[config.mk]
export PLATFORM = sky130hd
export DESIGN_NAME = odd_result_pipe
export DESIGN_NICKNAME = d
export VERILOG_FILES = /design/src/rtl/odd_result_pipe.sv
export SDC_FILE = /design/constraint.sdc
export NUM_CORES = 1
export LEC_CHECK = 0
export CORE_ASPECT_RATIO = 1.1
export CORE_UTILIZATION = 40
export DETAILED_ROUTE_END_ITERATION = 10
export GPL_ROUTABILITY_DRIVEN = 0
export GPL_TIMING_DRIVEN = 0
export PLACE_DENSITY = 0.66
export SLEW_MARGIN = 10
export SYNTH_ARGS = -nofsm -noshare
export SYNTH_HDL_FRONTEND = slang
export SYNTH_SLANG_ARGS = --single-unit
[constraint.sdc]
create_clock -name clock -period 6.2 [get_ports clock]
set_clock_uncertainty 0.2 [all_clocks]
set_input_delay 0.93 -clock clock [delete_from_list [all_inputs] [get_ports clock]]
set_output_delay 0.93 -clock clock [all_outputs]
set_load 0.01 [all_outputs]
[src/rtl/odd_result_pipe.sv]
// Staging/writeback pipeline behind the odd-pipe execution unit: carries each
// result through NUM_STAGES registers, answers forwarding queries, writes back.
module odd_result_pipe #(
    parameter int NUM_STAGES = 7,
    parameter int DATA_W     = 128,
    parameter int ADDR_W     = 7
) (
    input  logic              clock,
    input  logic              reset,
    input  logic              in_valid,
    input  logic [0:DATA_W-1] in_rt_value,
    input  logic [ADDR_W-1:0] in_rt_addr,
    input  logic              in_reg_write,
    input  logic [3:0]        in_unit_latency,
    input  logic [2:0]        in_unit_id,
    input  logic              flush,
    input  logic [ADDR_W-1:0] fwd_query_addr,
    output logic              fwd_hit,
    output logic [0:DATA_W-1] fwd_value,
    output logic              fwd_pending,
    output logic              wb_valid,
    output logic [ADDR_W-1:0] wb_addr,
    output logic [0:DATA_W-1] wb_value,
    output logic [2:0]        wb_unit_id,
    output logic [2:0]        in_flight
);

    localparam int LAT_W = $clog2(NUM_STAGES + 1);

    logic [NUM_STAGES:1] st_valid;
    logic [NUM_STAGES:1] st_wr;
    logic [0:DATA_W-1]   st_value [1:NUM_STAGES];
    logic [ADDR_W-1:0]   st_addr  [1:NUM_STAGES];
    logic [LAT_W-1:0]    st_lat   [1:NUM_STAGES];
    logic [2:0]          st_id    [1:NUM_STAGES];

    logic [NUM_STAGES:1] nxt_valid;
    logic [LAT_W-1:0]    cap_lat;
    int                  nxt_count;

    logic                match_found;
    logic                match_ready;
    logic [0:DATA_W-1]   match_value;

    // Latencies outside 1..NUM_STAGES are clamped so every packet becomes ready somewhere.
    always_comb begin
        if (in_unit_latency == 4'd0)
            cap_lat = LAT_W'(1);
        else if (int'(in_unit_latency) > NUM_STAGES)
            cap_lat = LAT_W'(NUM_STAGES);
        else
            cap_lat = LAT_W'(in_unit_latency);
    end

    always_comb begin
        nxt_valid = '0;
        nxt_count = 0;
        if (!reset) begin
            nxt_valid[1] = in_valid & ~flush;
            for (int k = 2; k <= NUM_STAGES; k++)
                nxt_valid[k] = st_valid[k-1];
        end
        for (int k = 1; k <= NUM_STAGES; k++)
            nxt_count = nxt_count + int'(nxt_valid[k]);
    end

    always_ff @(posedge clock) begin
        st_valid  <= nxt_valid;
        in_flight <= 3'(nxt_count);
    end

    always_ff @(posedge clock) begin
        st_value[1] <= in_rt_value;
        st_addr[1]  <= in_rt_addr;
        st_wr[1]    <= in_reg_write;
        st_lat[1]   <= cap_lat;
        st_id[1]    <= in_unit_id;
        for (int k = 2; k <= NUM_STAGES; k++) begin
            st_value[k] <= st_value[k-1];
            st_addr[k]  <= st_addr[k-1];
            st_wr[k]    <= st_wr[k-1];
            st_lat[k]   <= st_lat[k-1];
            st_id[k]    <= st_id[k-1];
        end
    end

    // Scanning oldest to youngest lets the youngest match overwrite older ones.
    always_comb begin
        match_found = 1'b0;
        match_ready = 1'b0;
        match_value = '0;
        for (int k = NUM_STAGES; k >= 1; k--) begin
            if (st_valid[k] && st_wr[k] && st_addr[k] == fwd_query_addr) begin
                match_found = 1'b1;
                match_ready = (k >= int'(st_lat[k]));
                match_value = st_value[k];
            end
        end
    end

    assign fwd_hit     = match_found & match_ready;
    assign fwd_pending = match_found & ~match_ready;
    assign fwd_value   = (match_found && match_ready) ? match_value : '0;

    always_ff @(posedge clock) begin
        if (reset) begin
            wb_valid   <= 1'b0;
            wb_addr    <= '0;
            wb_value   <= '0;
            wb_unit_id <= '0;
        end else begin
            wb_valid <= st_valid[NUM_STAGES] & st_wr[NUM_STAGES];
            if (st_valid[NUM_STAGES] && st_wr[NUM_STAGES]) begin
                wb_addr    <= st_addr[NUM_STAGES];
                wb_value   <= st_value[NUM_STAGES];
                wb_unit_id <= st_id[NUM_STAGES];
            end
        end
    end

endmodule

# Word level (Yosys, flattened, before mapping)
# Memories as Yosys holds them, arrays and structs flattened. A register that Yosys moved wholly into a read port is not among the register bits.
# Cells that the tools add are included.
dict set report classes {
  n_addsub 6
  order_cmp 7
  n_eq_ne 7
  mux 24
  bitwise 6
  n_reduce_logical 16
}
# op n
set ops {}
lappend ops {{2-to-1 mux 128 bit} 8}
lappend ops {{== test 7 bit} 7}
lappend ops {{logical AND 1 bit} 15}
lappend ops {{2-to-1 mux 1 bit} 13}
lappend ops {{adder 3 x 1 -> 3 bit} 4}
lappend ops {{greater-or-equal comparator 3 bit (first input constant)} 3}
lappend ops {{2-to-1 mux 7 bit} 1}
lappend ops {{greater-or-equal comparator 2 x 3 -> 1 bit (first input constant)} 2}
lappend ops {{2-to-1 mux 3 bit} 2}
lappend ops {{AND 1 bit} 4}
lappend ops {{greater-than comparator 4 x 3 -> 1 bit (second input constant)} 1}
lappend ops {{logical NOT 4 bit} 1}
lappend ops {{adder 2 x 1 -> 3 bit} 1}
lappend ops {{greater-or-equal comparator 1 x 3 -> 1 bit (first input constant)} 1}
lappend ops {{adder 1 x 1 -> 2 bit} 1}
lappend ops {{NOT 1 bit} 2}
dict set report word_totals {
  ff_bits 153
  ram_bits 987
  in_bits 154
  elab_cells 76
  n_memories 4
}
# name depth word_bits read_ports rd_ports_with_merged_regs write_ports line_no
set mem_list {}
lappend mem_list {st_value 7 128 7 0 7 32} ;# logic [0:DATA_W-1] st_value [1:NUM_STAGES];
lappend mem_list {st_addr 7 7 7 0 7 33} ;# logic [ADDR_W-1:0] st_addr [1:NUM_STAGES];
lappend mem_list {st_id 7 3 7 1 7 35} ;# logic [2:0] st_id [1:NUM_STAGES];
lappend mem_list {st_lat 7 3 6 0 7 34} ;# logic [LAT_W-1:0] st_lat [1:NUM_STAGES];

# Depth between registers and ports, before layout
# Gate-level depths: netlist (run 1).
dict set report logic_depth {
  ltp_word 11
  mapped_depth 11
}

# Least setup slack after synthesis (run 1)
# Ideal clock, no wire load.
dict set report synth_path {
  path_type {input -> output}
  start {input port fwd_query_addr[1]}
  end {output port fwd_value[0] (netlist name)}
  arrival_time_ns 2.943
  required_time_ns 5.070
  setup_slack_ns 2.127
  stages 10
  cell_sequence {buf_2 xnor2_1 nand4_1 a211o_1 o2111a_1 o41a_1 a21o_1 buf_6 buf_6 a21oi_2}
}
dict set report synth_between {
  elab_chain_len 11
}
# item line_no
set synth_rtl {}
lappend synth_rtl {{start, declared} 17} ;# input logic [ADDR_W-1:0] fwd_query_addr,
lappend synth_rtl {{== test 7 bit} 93} ;# if (st_valid[k] && st_wr[k] && st_addr[k] == fwd_query_addr) begin
lappend synth_rtl {{logical AND 1 bit} 93}
lappend synth_rtl {{2-to-1 mux 1 bit (7 in a row)} 93}
lappend synth_rtl {{logical AND 1 bit} 103} ;# assign fwd_value = (match_found && match_ready) ? match_value : '0;
lappend synth_rtl {{2-to-1 mux 128 bit *} 103}
lappend synth_rtl {{end, declared} 19} ;# output logic [0:DATA_W-1] fwd_value,
# Every way passes the cells marked *; elsewhere a longest branch is shown, timed or not.

# Worst setup path after layout (run 1)
dict set report layout_path {
  start {register st_wr[7] (netlist name)}
  end {output port fwd_value[101] (netlist name)}
}
dict set report layout_between {
  elab_chain_len 11
}
# item line_no
set layout_rtl {}
lappend layout_rtl {{start, declared} 31} ;# logic [NUM_STAGES:1] st_wr;
lappend layout_rtl {{start signal, assigned by index} 81} ;# st_wr[k] <= st_wr[k-1];
lappend layout_rtl {{logical AND 1 bit * (2 in a row)} 93}
lappend layout_rtl {{2-to-1 mux 1 bit (7 in a row)} 93}
lappend layout_rtl {{logical AND 1 bit} 103}
lappend layout_rtl {{2-to-1 mux 128 bit *} 103}
# Marks and branches as above.

==> results of run 1 <==
-- critical path: cells and delay by family, from the launching register on --
| family | cells | cell delay (ns) |
|---|---|---|
| buffers and inverters | 5 | 2.84 |
| AO/OA/AOI/OAI | 3 | 0.80 |
| flip-flops | 1 | 0.33 |
| AND/OR/NAND/NOR | 2 | 0.26 |
-- power by group through the flow --
stage,combinational (mW),clock (mW),sequential (mW)
2_1_floorplan,0.0638,0,7.94
3_3_place_gp,0.199,0,7.99
3_5_place_dp,0.200,0,8.00
4_1_cts,0.202,6.84,7.84
5_1_grt,0.211,7.15,7.87
6_report,0.199,6.76,7.84
-- placed cells by master, fill, tap and decap left out, types with 4 or more instances in the layout --
cell type,netlist,routed
a21oi_1,139,139
a21oi_2,99,99
a22oi_1,99,99
a31oi_1,157,157
buf_1,15,15
buf_2,16,16
buf_4,6,6
buf_6,12,12
bufinv_16,0,8
clkbuf_1,189,207
clkbuf_16,0,113
clkbuf_2,1,6
clkbuf_8,0,23
clkdlybuf4s50_1,0,417
clkinv_2,0,22
dfxtp_1,1140,1140
fa_1,4,4
inv_1,11,11
inv_6,0,5
nand2_1,699,699
nand2b_1,4,4
nand3_1,98,98
nand4_1,4,4
nor2_1,8,8
nor4_1,4,4
o21ai_0,132,132
o221ai_1,128,128
or3_1,64,64
xnor2_1,23,23
xor2_1,26,26
-- worst paths after layout --
path	to	slack (ns)	depth (start not counted)
setup reg to reg	wb_value[49]$_SDFFE_PP0P_	2.13	8
hold reg to reg	st_id[5][0]$_DFF_P_	0.12	0
hold / removal	st_id[5][0]$_DFF_P_	0.12	0
setup / recovery	fwd_value[101]	0.12	10
-- stage by stage --
step                      worst slack [ns]  area (um^2)  TNS [ns]  total power [mW]  hold slack, ns
after floorplan                       2.13        33300         0              8.01           0.110
after global placement              -0.135        38800    -0.951              8.18           0.111
after detailed placement           -0.0192        38800   -0.0192              8.20           0.112
after CTS                           0.0178        42500         0              14.9           0.117
after global routing                0.0105        42500         0              15.2           0.130
final                                0.125        42500         0              14.8           0.121
-- layer usage --
metal	wire length, um	global-route usage (%)	vias up
met4	3660	9.90	0
met3	7780	5.32	167
met1	45700	31.6	12200
met5	0	0	-
li1	-	-	11800
met2	52600	42.7	947
-- Yosys cell counts (3+ instances only) --
master,n
fa_1,4
dfxtp_1,1140
buf_4,6
a22oi_1,99
nor2b_1,3
nand2b_1,4
a31oi_1,157
buf_6,12
a21oi_2,99
buf_1,15
nand2_1,699
nor2_1,8
a21oi_1,139
nor4_1,4
o221ai_1,128
nand4_1,4
clkbuf_1,189
or3_1,64
inv_1,11
o21ai_0,132
buf_2,16
nand3_1,98
xor2_1,26
xnor2_1,23
-- sequential cells by signal (all words and copies together), names as in the netlist --
register,count
wb_addr,7
st_addr,49
st_valid,7
in_flight,3
st_lat,18
st_wr,7
st_id,21
wb_value,128
st_value,896
wb_valid,1
wb_unit_id,3
-- logic make-up (layout without fill, tap and decap cells) --
logic type	count (synthesis)	in the layout	synth area share (%)
other cells	0	2	0
compound gates	761	761	15.4
buf+inv	250	866	3.22
simple gates	900	900	11.3
flops	1140	1140	68.5
xor+xnor	49	49	1.29
fa+ha+maj	4	4	0.240
-- repair_timing --
action	in CTS	in global routing
endpoints found under the setup margin	13	6
hold buffers	0	0
gates resized for setup	2	1
buffers inserted	0	0
-- final cells by class --
class                           instances  area [um^2]  area share (%)
Inverter                               11         41.3          0.0971
Buffer                                239         1040            2.44
Multi-Input combinational cell       1714         9420            22.2
Clock inverter                         40          445            1.05
Clock buffer                          159         3230            7.60
Tap cell                             1064         1330            3.13
Antenna cell                            2         5.00          0.0118
Timing Repair Buffer                  417         4170            9.82
Sequential cell                      1140        22800            53.7
==> results.json, run 1 <==
{
  "synth_top_area_cell": "dfxtp_1",
  "routed_via_density": 5.24,
  "postSynthCellCount": 3104,
  "grt_antenna_before_repair": 8,
  "fin_nets": 3790,
  "die-area_mm2": 0.0844,
  "ir_worst_vdd_v": 0.000227,
  "path_max_fanout": 10,
  "cap_violations": 0,
  "die_height_um": 305,
  "end_kind": "primary output",
  "drive_above_1_share_pct": 8.66,
  "min_path_type": "flop to flop",
  "combPwrFrac_pct": 1.3,
  "ioPinCount": 426,
  "track_usage_pct": 25.3,
  "cts_buffers": 109,
  "leakage_nw": 15.8,
  "start_kind": "flop",
  "grt_pass1_vias": 24700,
  "die_x_um": 277,
  "postRouteAntennaNets": 0,
  "drt_iter0_markers": 2187,
  "dp_hpwl_mm": 79.7,
  "synthTopCellsByArea": "dfxtp_1 (69%), nand2_1 (7.9%), o221ai_1 (3.4%)",
  "synth-seq-cells": 1140,
  "worst_pin_slew_ns": 1.30,
  "startpoint": "st_wr[7]$_DFF_P_",
  "swShare_pct": 20.7,
  "cts_tree": "built",
  "holdCritStartpoint": "st_id[4][0]$_DFF_P_",
  "clkPwrFrac_pct": 45.7,
  "num_vias": 25100,
  "status": "completed",
  "r2r_start": "st_wr[7]$_DFF_P_",
  "clk_pin_slew_ns": 0.06,
  "htreeDepth": 3,
  "syn-cell-area_mm2": 0.0333,
  "num-fill-cells": 7265,
  "syn-num-nets": 3262,
  "row_count": 110,
  "yosysSeqAreaShare_pct": 68.5,
  "post_drt_wl_per_cell_um": 22.9,
  "async_flop_share_pct": 0,
  "cpPeakStageDelay_ns": 0.62,
  "required_ns": 5.07,
  "setup_viol": 0,
  "core_area_mm2": 0.0822,
  "rsz0062_at_grt": "false",
  "ys.flop_type": "dfxtp_1",
  "finalCriticalPeriod_ns": 6.08,
  "yosys_warnings": 0,
  "grt_pass1_wl_mm": 158,
  "syn_area_per_cell_um2": 10.7,
  "hold_viol_final": 0,
  "clockRootBuffer": "clkbuf_16",
  "yosysTopAreaCellShare_pct": 68.5,
  "drv_slew": 0,
  "cts_max_path_buffers": 3,
  "drt_pass1_iterations": 7,
  "path_class": "flop to primary output",
  "grt_max_degree": 16,
  "fmax_ghz": 0.165,
  "critPathSlowestCell": "clkbuf_1",
  "fin_cells": 4786,
  "power_density_mw_per_mm2": 348,
  "yosysUniqueCellTypes": 40,
  "switchingPower_mw": 3.06,
  "clock-sinks": 1140,
  "maxSlewHeadroom_pct": 13.5,
  "areaGrowthSynthToFinish_pct": 27.6,
  "cpMostUsedCell": "clkbuf_1",
  "dp_cells": 4585,
  "path_cells": "and2_1 -> clkbuf_1 -> clkbuf_1 -> clkbuf_1 -> buf_1 -> nand3_1 -> a31oi_1 -> o221ai_1 -> a31oi_1 -> clkdlybuf4s50_1",
  "p_int_mw": 11.7,
  "min_period_over_period_pct": 98.0,
  "clk_latency_ns": 0.68,
  "synth_edf_count": 0,
  "drt_wl_total_mm": 110,
  "port_buffers": 417,
  "final_util_pct": 51.7,
  "overflow": 0,
  "initial_utilization_pct": 40.5,
  "drc_errors": 0,
  "cp_data_arrival_time_ns": 4.95,
  "seqPwrFrac_pct": 53.0
}
Note: power is estimated with default switching activity, not from simulation.
==> run 2: changes to the inputs <==
--- a/config.mk
+++ b/config.mk
@@ -7,6 +7,7 @@
 export LEC_CHECK = 0
 export CORE_ASPECT_RATIO = 1.1
 export CORE_UTILIZATION = 40
+export CTS_CLUSTER_DIAMETER = 30
 export DETAILED_ROUTE_END_ITERATION = 10
 export GPL_ROUTABILITY_DRIVEN = 0
 export GPL_TIMING_DRIVEN = 0
==> run 2 against run 1 <==
  * Non-clock buffer count stayed put
  * Fmax grew 0.72%
  * Via count increased by 2.5%
  * Highest routed layer unchanged
  * Critical endpoint is now fwd_value[78]
  * Core utilization up 3.0 points
  * Largest cell class unchanged
  * Clock-buffer cell count up 52
==> results.json, run 2 (synthesis gave the netlist of run 1 again) <==
{
  "leakage_nw": 16.9,
  "path_class": "input port to primary output",
  "clk_latency_ns": 0.77,
  "grt_pass1_vias": 25500,
  "holdBufCountCts": 0,
  "path_max_fanout": 10,
  "routed_via_density": 5.24,
  "dp_cells": 4585,
  "cts_buffers": 174,
  "grt_max_degree": 17,
  "row_count": 110,
  "drt_pass1_iterations": 6,
  "setup_tns_ns": 0,
  "setup_viol": 0,
  "whs_ns": 0.121,
  "dp_hpwl_mm": 79.7,
  "power_density_mw_per_mm2": 400,
  "clockRootBuffer": "clkbuf_16",
  "htreeDepth": 4,
  "regMostFlops": "st_value",
  "port_buffers": 417,
  "grt_pass1_wl_mm": 162,
  "min_period_over_period_pct": 97.3,
  "drv_slew": 0,
  "cts_tree": "built",
  "core_area_mm2": 0.0822,
  "finalWorstSetupSlack_ns": 0.168,
  "ir_worst_vdd_v": 0.000238,
  "cp_data_arrival_time_ns": 4.90,
  "layout_commonest_cell": "dfxtp_1",
  "clock-sinks": 1140,
  "postRouteAntennaNets": 0,
  "end_kind": "primary output",
  "cts_max_path_buffers": 3,
  "rsz0062_at_grt": "false",
  "ioPinCount": 426,
  "drt_wl_total_mm": 112,
  "fin_cells": 4911,
  "grt_antenna_before_repair": 6,
  "drt_iter0_markers": 2252,
  "fmax_ghz": 0.166,
  "largest_reg_flops": 896,
  "cap_violations": 0,
  "overflow": 0,
  "hold_viol_final": 0,
  "fin_nets": 3855,
  "required_ns": 5.07,
  "drc_errors": 0,
  "drive_above_1_share_pct": 11.8,
  "status": "completed",
  "start_kind": "input port",
  "die_height_um": 305,
  "maxSlewHeadroom_pct": 15.4,
  "post_drt_wl_per_cell_um": 22.8,
  "mostFrequentLayoutCells": "dfxtp_1 (1140), nand2_1 (699), clkdlybuf4s50_1 (417)",
  "die_x_um": 277,
  "num_vias": 25700,
  "areaGrowthSynthToFinish_pct": 35.0,
  "worst_pin_slew_ns": 1.27,
  "place_ws_ns": -0.0192,
  "finalCriticalPeriod_ns": 6.03,
  "die-area_mm2": 0.0844,
  "track_usage_pct": 26.0,
  "min_path_type": "flop to flop",
  "num-fill-cells": 6996,
  "clk_pin_slew_ns": 0.05,
  "initial_utilization_pct": 40.5,
  "reg_top3": "st_value x896, wb_value x128, st_addr x49"
}
==> run 2: layout make-up <==
type	count	area, um^2	area share (%)
clock inverter	111	1370	3.05
multi-input combinational	1714	9430	21.0
timing repair buffer	417	4170	9.29
buffer	239	1040	2.31
sequential	1140	22800	50.8
antenna	4	10.0	0.0223
clock buffer	211	4730	10.5
inverter	11	41.3	0.0919
tap	1064	1330	2.96
==> run 2: per-stage QoR <==
step                utilization, %  cell area, um^2  power [mW]
floorplan                        -            33300        8.01
global placement              47.2            38800        8.18
detailed placement            47.2            38800        8.20
CTS                           54.7            44900        18.1
global route                  54.7            44900        18.5
finish                        54.7            44900        18.0
==> run 2: path summary, 6_finish.rpt <==
check	start	endpoint	slack (ns)	cells after the start
worst max-delay path	fwd_query_addr[2]	fwd_value[78]	0.17	11
worst min-delay path	st_id[3][1]$_DFF_P_	st_id[4][1]$_DFF_P_	0.12	0
worst max register to register	st_wr[7]$_DFF_P_	wb_value[49]$_SDFFE_PP0P_	2.39	8
worst min register to register	st_id[3][1]$_DFF_P_	st_id[4][1]$_DFF_P_	0.12	0
==> run 2: what timing repair did <==
item                                    in CTS  in global routing
gates resized for setup                      3                  2
endpoints found under the setup margin      25                 37
buffers inserted                             0                  0
==> run 2: worst max-delay path: stages <==
cell and delay (ns):
buf_2 0.20, xor2_1 0.19, nor4_1 0.08, nand2_1 0.31, clkbuf_1 0.98, clkbuf_1 0.48
clkbuf_1 0.51, a31oi_1 0.18, o221ai_1 0.39, a21oi_2 0.12, clkdlybuf4s50_1 0.51
==> run 2: power by group <==
group / leakage, nW / total (mW) / internal (mW) / switching [mW]
registers: 9.56 / 7.85 / 7.68 / 0.169
clock network: 2.92 / 9.90 / 6.13 / 3.77
logic: 4.43 / 0.201 / 0.114 / 0.0870
==> run 2: per-layer routing <==
metal  global-route usage (%)  share of wire [%]
met5                        0                  0
met4                     11.2                3.6
met3                     6.85                7.6
met2                     43.3                 48
met1                     31.6                 41
==> run 3: changes to the inputs <==
--- a/config.mk
+++ b/config.mk
@@ -12,6 +12,7 @@
 export GPL_ROUTABILITY_DRIVEN = 0
 export GPL_TIMING_DRIVEN = 0
 export PLACE_DENSITY = 0.66
+export SKIP_CTS_REPAIR_TIMING = 1
 export SLEW_MARGIN = 10
 export SYNTH_ARGS = -nofsm -noshare
 export SYNTH_HDL_FRONTEND = slang
==> run 3 against run 2 <==
  * Critical path depth unchanged
  * Sequential share of layout area about the same
  * Total power barely moved
  * Wire length hardly changed
  * Global-route usage hardly changed
  * Non-clock buffer count is the same
  * Register-to-register slack worse by 0.02 ns
==> results.json, run 3 (synthesis gave the netlist of run 1 again) <==
{
  "status": "completed",
  "whs_ns": 0.121,
  "fmax_ghz": 0.166,
  "clk_latency_ns": 0.77,
  "drt_iter0_markers": 2337,
  "cts_buffers": 174,
  "row_count": 110,
  "track_usage_pct": 26.0,
  "num-fill-cells": 6995,
  "regMostFlops": "st_value",
  "finalInstanceArea_mm2": 0.0449,
  "min_path_type": "flop to flop",
  "swShare_pct": 22.4,
  "mostFrequentLayoutCells": "dfxtp_1 (1140), nand2_1 (699), clkdlybuf4s50_1 (417)",
  "dpl_cell_area_mm2": 0.0388,
  "required_ns": 5.07,
  "grt_max_degree": 17,
  "grtUsageMet3_pct": 6.76,
  "hold_viol_final": 0,
  "combPwrFrac_pct": 1.1,
  "postRouteAntennaNets": 0,
  "setup_viol": 0,
  "end_kind": "primary output",
  "cp_data_arrival_time_ns": 4.89,
  "drive_above_1_share_pct": 11.8,
  "cts_max_path_buffers": 3,
  "areaGrowthSynthToFinish_pct": 35.0,
  "num_vias": 25700,
  "worst_pin_slew_ns": 1.26,
  "reg_top3": "st_value x896, wb_value x128, st_addr x49",
  "overflow": 0,
  "initial_utilization_pct": 40.5,
  "busiest_layer": "met2",
  "port_buffers": 417,
  "ioPinCount": 426,
  "total_power_mw": 18.0,
  "clk_pin_slew_ns": 0.05,
  "drt_pass1_iterations": 8,
  "clock-sinks": 1140,
  "power_density_mw_per_mm2": 400,
  "drt_wl_total_mm": 112,
  "core_area_mm2": 0.0822,
  "ir_worst_vdd_v": 0.000238,
  "path_class": "input port to primary output",
  "path_max_fanout": 10,
  "clkPwrFrac_pct": 55.1,
  "grt_pass1_vias": 25500,
  "dp_hpwl_mm": 79.7,
  "die-area_mm2": 0.0844,
  "post_drt_wl_per_cell_um": 22.8,
  "layout_commonest_cell": "dfxtp_1",
  "htreeDepth": 4,
  "maxSlewHeadroom_pct": 16.0,
  "die_x_um": 277,
  "start_kind": "input port",
  "grt_antenna_before_repair": 6,
  "min_period_over_period_pct": 97.1,
  "fin_nets": 3855,
  "p_int_mw": 13.9,
  "largest_reg_flops": 896,
  "leakage_nw": 16.9,
  "drv_slew": 0,
  "cts_tree": "built",
  "die_height_um": 305,
  "switchingPower_mw": 4.03,
  "setup_tns_ns": 0,
  "grt_pass1_wl_mm": 162,
  "rsz0062_at_grt": "false",
  "drc_errors": 0,
  "routed_via_density": 5.23,
  "gr-usage-met2_pct": 43.4,
  "finalCriticalPeriod_ns": 6.02,
  "seqPwrFrac_pct": 43.7,
  "cap_violations": 0,
  "clockRootBuffer": "clkbuf_16",
  "use_met1_pct": 31.6
}
## run 3: final timing paths
kind	start	slack, ns	end	cells past startpoint
min	st_id[3][1]$_DFF_P_	0.12	st_id[4][1]$_DFF_P_	0
max	fwd_query_addr[2]	0.18	fwd_value[78]	11
max reg2reg	st_wr[7]$_DFF_P_	2.37	wb_value[49]$_SDFFE_PP0P_	8
min reg2reg	st_id[3][1]$_DFF_P_	0.12	st_id[4][1]$_DFF_P_	0
## run 3: cell type report
cell class              instances  area, um^2  area share (%)
inverters                      11        41.3          0.0919
diodes                          5        12.5          0.0278
repair buffers                417        4170            9.29
plain buffers                 239        1040            2.31
multi-input cells            1714        9430            21.0
clock inverters               111        1370            3.05
flip-flops and latches       1140       22800            50.8
well taps                    1064        1330            2.96
clock buffers                 211        4730            10.5
## run 3: metrics by stage
stage	utilization, %	setup slack [ns]	cells
2_1_floorplan	-	2.13	3104
3_3_place_gp	47.2	-0.135	4585
3_5_place_dp	47.2	-0.0192	4585
4_1_cts	54.7	-0.248	4907
5_1_grt	54.7	0.0188	4908
6_report	54.7	0.177	4912
## run 3: per-layer routing
metal / vias to the layer above / part of all wire [%]
met5: - / 0
met4: 0 / 3.3
met3: 173 / 7.8
met2: 1070 / 48
met1: 12500 / 41
li1: 12000 / -
## run 3: power groups by stage
stage	clock network (mW)	registers [mW]	logic (mW)
CTS	10.0	7.85	0.203
detailed placement	0	8.00	0.200
finish	9.90	7.85	0.201
global placement	0	7.99	0.199
global route	10.4	7.88	0.213
floorplan	0	7.94	0.0638
## run 3: critical path, stage by stage
cell	delay [ns]
buf_2	0.20
xor2_1	0.19
nor4_1	0.08
nand2_1	0.31
clkbuf_1	0.97
clkbuf_1	0.51
clkbuf_1	0.51
a31oi_1	0.18
o221ai_1	0.38
a21oi_2	0.12
clkdlybuf4s50_1	0.51
